### config.mk
export PLATFORM = sky130hd
export DESIGN_NAME = ysyx_22050612_regfile_mp
export DESIGN_NICKNAME = d
export VERILOG_FILES = /design/src/rtl/ysyx_22050612_regfile_mp.sv
export SDC_FILE = /design/constraint.sdc
export NUM_CORES = 2
export LEC_CHECK = 0
export CAP_MARGIN = 40
export CORE_MARGIN = 2
export CORE_UTILIZATION = 35
export DETAILED_ROUTE_END_ITERATION = 12
export PLACE_DENSITY = 0.47
export SYNTH_ARGS = -nofsm -noshare
export SYNTH_HDL_FRONTEND = slang
export SYNTH_SLANG_ARGS = --single-unit
### constraint.sdc
create_clock -name clk -period 18.1 [get_ports clk]
set_clock_uncertainty 0.2 [all_clocks]
set_input_delay 1.81 -clock clk [delete_from_list [all_inputs] [get_ports clk]]
set_output_delay 1.81 -clock clk [all_outputs]
set_load 0.05 [all_outputs]
### src/rtl/ysyx_22050612_regfile_mp.sv
// Multi-port register file: combinational reads, two prioritised write ports and a
// post-reset sweep that zeroes every entry before normal writes are accepted.
// state | meaning
// CLEAR | sweep zeroing rf[cnt] each cycle, writes dropped, reads return 0
// READY | normal operation, writes and bypassed reads enabled
module ysyx_22050612_regfile_mp #(
  parameter int ADDR_WIDTH = 5,
  parameter int DATA_WIDTH = 64,
  parameter int NR_READ    = 2,
  parameter int BYPASS     = 1,
  parameter int ZERO_REG   = 1
) (
  input  logic                             clk,
  input  logic                             rst_n,
  input  logic                             wen0,
  input  logic [ADDR_WIDTH-1:0]            waddr0,
  input  logic [DATA_WIDTH-1:0]            wdata0,
  input  logic                             wen1,
  input  logic [ADDR_WIDTH-1:0]            waddr1,
  input  logic [DATA_WIDTH-1:0]            wdata1,
  input  logic [NR_READ*ADDR_WIDTH-1:0]    raddr,
  output logic [NR_READ*DATA_WIDTH-1:0]    rdata,
  output logic                             init_busy,
  output logic                             wr_drop
);

  localparam int DEPTH = 1 << ADDR_WIDTH;
  localparam logic [ADDR_WIDTH-1:0] LAST = {ADDR_WIDTH{1'b1}};

  typedef enum logic {
    CLEAR = 1'b0,
    READY = 1'b1
  } state_t;

  state_t                  state_q, state_d;
  logic [ADDR_WIDTH-1:0]   cnt_q, cnt_d;
  logic                    wr_drop_q, wr_drop_d;
  logic [DATA_WIDTH-1:0]   rf_q [DEPTH];
  logic                    we0, we1, active;

  // Reads and writes are both gated off in the reset cycle itself.
  assign active = rst_n && (state_q == READY);
  assign we0    = active && wen0 && !((ZERO_REG != 0) && (waddr0 == '0));
  assign we1    = active && wen1 && !((ZERO_REG != 0) && (waddr1 == '0));

  always_comb begin
    state_d   = state_q;
    cnt_d     = cnt_q;
    wr_drop_d = 1'b0;
    if (state_q == CLEAR) begin
      cnt_d     = cnt_q + ADDR_WIDTH'(1);
      wr_drop_d = wen0 | wen1;
      if (cnt_q == LAST) state_d = READY;
    end
  end

  always_ff @(posedge clk) begin
    if (!rst_n) begin
      state_q   <= CLEAR;
      cnt_q     <= '0;
      wr_drop_q <= 1'b0;
    end else begin
      state_q   <= state_d;
      cnt_q     <= cnt_d;
      wr_drop_q <= wr_drop_d;
    end
  end

  // Port 1 is assigned last so it wins a same-address collision.
  always_ff @(posedge clk) begin
    if (rst_n && (state_q == CLEAR)) rf_q[cnt_q] <= '0;
    if (we0) rf_q[waddr0] <= wdata0;
    if (we1) rf_q[waddr1] <= wdata1;
  end

  for (genvar g = 0; g < NR_READ; g++) begin : g_rd
    logic [ADDR_WIDTH-1:0] ra;
    logic [DATA_WIDTH-1:0] rd;
    assign ra = raddr[g*ADDR_WIDTH +: ADDR_WIDTH];

    always_comb begin
      rd = '0;
      if (active && !((ZERO_REG != 0) && (ra == '0))) begin
        rd = rf_q[ra];
        if (BYPASS != 0) begin
          if (wen1 && (waddr1 == ra))      rd = wdata1;
          else if (wen0 && (waddr0 == ra)) rd = wdata0;
        end
      end
    end

    assign rdata[g*DATA_WIDTH +: DATA_WIDTH] = rd;
  end

  assign init_busy = (state_q == CLEAR);
  assign wr_drop   = wr_drop_q;

endmodule

== Yosys cells after proc, flatten, opt, wreduce, memory -nomap -nowiden ==
Memory sizes are Yosys's and may differ from the RTL's.
Index checks and enable logic that the tools add are counted.

* Memory bits (writable): 2048
* Memories: 1
* Word-level logic and storage cells: 52
* Register bits after elaboration: 7

* Bitwise logic cells: 3
* Reduce and logical (&&, ||, !) cells: 22
* $add $sub $neg: 1
* Equal/unequal tests: 5
* Multiplexer cells: 17

{| class="wikitable"
|+ Memory list
! name !! words !! width !! read ports !! clocked after Yosys merged registers in !! write ports !! RTL line !! source
|-
| rf_q || 32 || 64 || 2 || 0 || 2 || 38 || <nowiki>logic [DATA_WIDTH-1:0] rf_q [DEPTH];</nowiki>
|}

{| class="wikitable"
|+ Operators with widths
! kind !! number
|-
| 2-to-1 mux 64 bit || 7
|-
| OR reduction 64 bit || 1
|-
| == test 5 bit || 4
|-
| logical NOT 5 bit || 4
|-
| logical AND 1 bit || 12
|-
| 2-to-1 mux 1 bit || 9
|-
| adder 5 x 1 -> 5 bit (second input constant) || 1
|-
| == test 5 bit (second input constant) || 1
|-
| 2-to-1 mux 5 bit || 1
|-
| logical NOT 1 bit || 4
|-
| NOT 1 bit || 2
|-
| OR reduction 2 bit || 1
|-
| bitwise OR 1 bit || 1
|}

== Logic depth before layout (Yosys ltp) ==
* Depth in word-level cells: 7
* Depth in mapped cells: 11
* Depth with buffers taken out: 6

== Worst setup path after synthesis ==
No wires, ideal clock.

* Kind: input port to flip-flop
* From: in waddr0[3]
* To: mem rf_q[1][0] (enable)
* Path slack: 10.738 ns
* Data arrival time: 6.653 ns
* Stages: 9
* Data required time: 17.392 ns
* Cells stage by stage: buf_2 -> or4_4 -> o21a_1 -> buf_6 -> buf_6 -> or3_1 -> o31ai_2 -> nand2_2 -> o22ai_1

{| class="wikitable"
|+ RTL lines
! what !! RTL line !! source
|-
| start: declaration || 16 || <nowiki>input logic [ADDR_WIDTH-1:0] waddr0,</nowiki>
|-
| end: declaration || 38 ||
|}

== Worst setup path in the final report ==
* From: in raddr[0]
* To: out rdata[11]

* Longest elaborated chain between the ends: 5

{| class="wikitable"
|+ Ends and longest elaborated chain
! what !! RTL line !! source
|-
| start: declaration || 21 || <nowiki>input logic [NR_READ*ADDR_WIDTH-1:0] raddr,</nowiki>
|-
| parallel branches: the longest is 4 deep, another holds memory read (32 x 64 bit) || -- ||
|-
| 2-to-1 mux 64 bit (*) || 83 || <nowiki>if (active && !((ZERO_REG != 0) && (ra == '0))) begin</nowiki>
|-
| end: declaration || 22 || <nowiki>output logic [NR_READ*DATA_WIDTH-1:0] rdata,</nowiki>
|}

Mark *: on every way between the ends.

==> metrics.cfg <==
[synth]
syn_inst = 10450
yosys.cell_types.count = 59
synth_area_sq_mm = 0.1195
syn_nets = 10600
yosysMostFrequentCell = nand2_1
seq_area_frac_synth_pct = 51.60
synthAdderAreaFrac_pct = 0.02095
synth_commonest_cells = nand2_1 (2232), o21ai_0 (2100), edfxtp_1 (2048), clkbuf_1 (994), mux4_2 (798)
yosys.area_share.simple_pct = 9.013
yosysTopAreaCell = edfxtp_1
synth_top_family_by_area = multiplexers
synth-edff-count = 2048
postSynthAreaPerCell_sq_um = 11.43
ys_seq_elements = 2055
async_flop_share_pct = 0
muxShareOfSynthArea_pct = 21.24
synthXorXnorAreaFrac_pct = 0.1613
ys.flop_type = edfxtp_1
synth_top_cell_area_share_pct = 51.48
synth_compound_area_share_pct = 12.96
ys_warn_count = 0
synth_area_leaders = edfxtp_1 (51%), mux4_2 (15%), o21ai_0 (8.8%)

[grt]
grt_start_max_net_pins = 117
gr-usage-all-layers_pct = 31.10
use_met3_pct = 4.655
gr-total-overflow = 0
grt_pass1_wl_mm = 753.2
met2_usage_pct = 48.74
grt_pass1_vias = 89930
grt-busiest-layer = met2
grt_use_met1_pct = 42.37
antenna_found_initial = 20

[worst_setup_path]
crit_chain = buf_8, buf_4, xor2_1, nor4_1, and3_4, buf_4, buf_4, nor3_1, and3_1, o21ai_0, clkdlybuf4s50_1
crit_type = input port to output port
startpoint_type = input port
cp.depth = 11
cp_top_family = buffers and inverters
cp_max_fo = 36
crit_path_end_kind = output port
arrival_ps = 7810
cpMaxStageDelayCell = clkdlybuf4s50_1
cp.required_ps = 16090
cpPeakStageDelay_ps = 960
cp_num_buf_inv = 5
r2r_start = state_q
path_common_cell = buf_4
regToRegSetupSlack_ps = 12800
reg2reg_depth = 7
cp-startpoint = raddr[0]
r2r-end = rf_q[7][28]

[die]
initial_core_util_pct = 35.16
std_cell_rows = 214
ios = 282
die_h_microns = 588.2
die_width_microns = 588.2
die_area_sq_mm = 0.3460
core_area_sq_mm = 0.3398

[hold_path]
holdPathStages = 2
min_from = cnt_q[0]
hold_end = cnt_q[0]
holdCritPathClass = flip-flop to flip-flop

[detailed_routing]
post-route-drc-count = 0
vias_per_cell = 6.358
ant_nets = 0
via_count = 94300
drt-initial-drc-count = 14980
wl_per_cell_microns = 37.22
dr.pass1.iters = 6
wl_mm = 552.0

[clocking]
cts-buffers-inserted = 238
cts_tree = yes
cts_buffer_depth = 4
cts_resized = 0
ctsHtreeMaxLevel = 4
clock_sinks = 2055
clk_latency_ps = 930
cts_setup_buffers = 0
cts_root_buf = clkbuf_16
holdBufCountCts = 0
clkTransAtPathRegs_ps = 60

[placement]
portBuffers = 281
gp_congestion = 0.8434
placed_area_sq_mm = 0.1292
dp_cells = 14390
dp_hpwl_mm = 321.6

[sta]
slew_headroom_pct = 26.28
tightest_slew_ps = 1106
min_period_over_period_pct = 54.28
tns_ps = 0
max_freq_mhz = 101.8
finalMaxSlewViolations = 0
hold_viol_final = 0
fin_crit_ps = 9825
rsz0062_at_grt = no
setup_violations = 0

[cells_and_area]
stdcell_count = 14830
fin_nets = 10250
final_area_sq_mm = 0.1366
drive_above_1_share_pct = 16.65
syn_to_final_growth_pct = 14.36

[run]
cap_viol_max_count = 0

[pwr]
power_leakage_nw = 46.79
pwr_density_cell_mw_per_mm2 = 79.64
peakVddDrop_v = 0.00008157

[run_status]
status = complete, no violations

-- cell usage in the layout (no fill, tap or decap), drive strengths merged, types with 7 or more instances in the layout --
| cell type | n |
|---|---|
| a211o | 43 |
| diode | 14 |
| o211ai | 19 |
| inv | 74 |
| xor2 | 13 |
| mux4 | 798 |
| nand2b | 9 |
| o22ai | 166 |
| a21oi | 21 |
| or3 | 43 |
| edfxtp | 2048 |
| nor2b | 58 |
| a311oi | 39 |
| a221o | 51 |
| a22oi | 43 |
| mux2i | 736 |
| a221oi | 16 |
| clkdlybuf4s50 | 267 |
| dfxtp | 7 |
| clkinv | 122 |
| nor2 | 62 |
| xnor2 | 9 |
| bufinv | 18 |
| buf | 496 |
| clkbuf | 284 |
| a22o | 177 |
| o21ai | 2151 |
| nand3 | 35 |
| nand2 | 2234 |
| and3 | 21 |
| nand4 | 106 |
| nor3 | 60 |
-- final cells by class --
type	instances	area, sq um
antenna	14	35.03
inverter	69	264.0
multi-input combinational	6963	52650
timing repair buffer	764	8951
tap	4536	5675
clock buffer	283	6167
fill	31720	203200
sequential	2055	61640
clock inverter	147	1221
-- through the flow --
| step | hold slack (ps) | power (W) | worst slack, ps | utilization, % |
|---|---|---|---|---|
| 3_5_place_dp | 389.8 | 0.006170 | 8347 | 38.02 |
| 2_1_floorplan | 331.6 | 0.005820 | 10740 | - |
| 3_3_place_gp | 375.4 | 0.006141 | 8188 | 36.95 |
| 4_1_cts | 401.9 | 0.01090 | 8339 | 40.19 |
| 5_1_grt | 434.1 | 0.01109 | 8275 | 40.20 |
| 6_report | 404.1 | 0.01088 | 8275 | 40.20 |
-- registers in the layout, indices dropped and copies added (netlist names) --
| signal | count |
|---|---|
| cnt_q | 5 |
| wr_drop | 1 |
| state_q | 1 |
| rf_q | 2048 |
-- per-layer routing --
layer / part of all wire [%] / vias up
met2: 45 / 6333
met3: 9.9 / 1197
met4: 5.3 / 0
met1: 39 / 48110
li1: - / 38650
met5: 0 / -
-- tightest hold or removal path, delay by kind of cell (launching register included) --
family | cells | cell delay (ps)
AND/OR/NAND/NOR | 2 | 230
flip-flops | 1 | 350
-- how the worst max path moves through the flow --
stage | slack, ps | to
finish | 8280 | rdata[11]
global route | 8280 | rdata[11]
CTS | 8340 | rdata[11]
detailed placement | 8350 | rdata[11]
global placement | 8190 | rdata[11]
floorplan | 10740 | rf_q[1][0]
-- power by group --
part           total (W)  internal, W  switching (W)  leakage (nW)
clock            0.00480      0.00267        0.00213          3.63
sequential       0.00520      0.00519      0.0000150          20.3
combinational   0.000879     0.000323       0.000557          22.9
total             0.0109      0.00818        0.00270          46.8
-- cells by family after synthesis --
| logic type | count (synthesis) |
|---|---|
| compound gates | 2747 |
| simple gates | 2655 |
| flops | 2055 |
| mux | 1537 |
| buf+inv | 1429 |
| xor+xnor | 22 |
| fa+ha+maj | 2 |
Power figures use the tool's default switching activity.
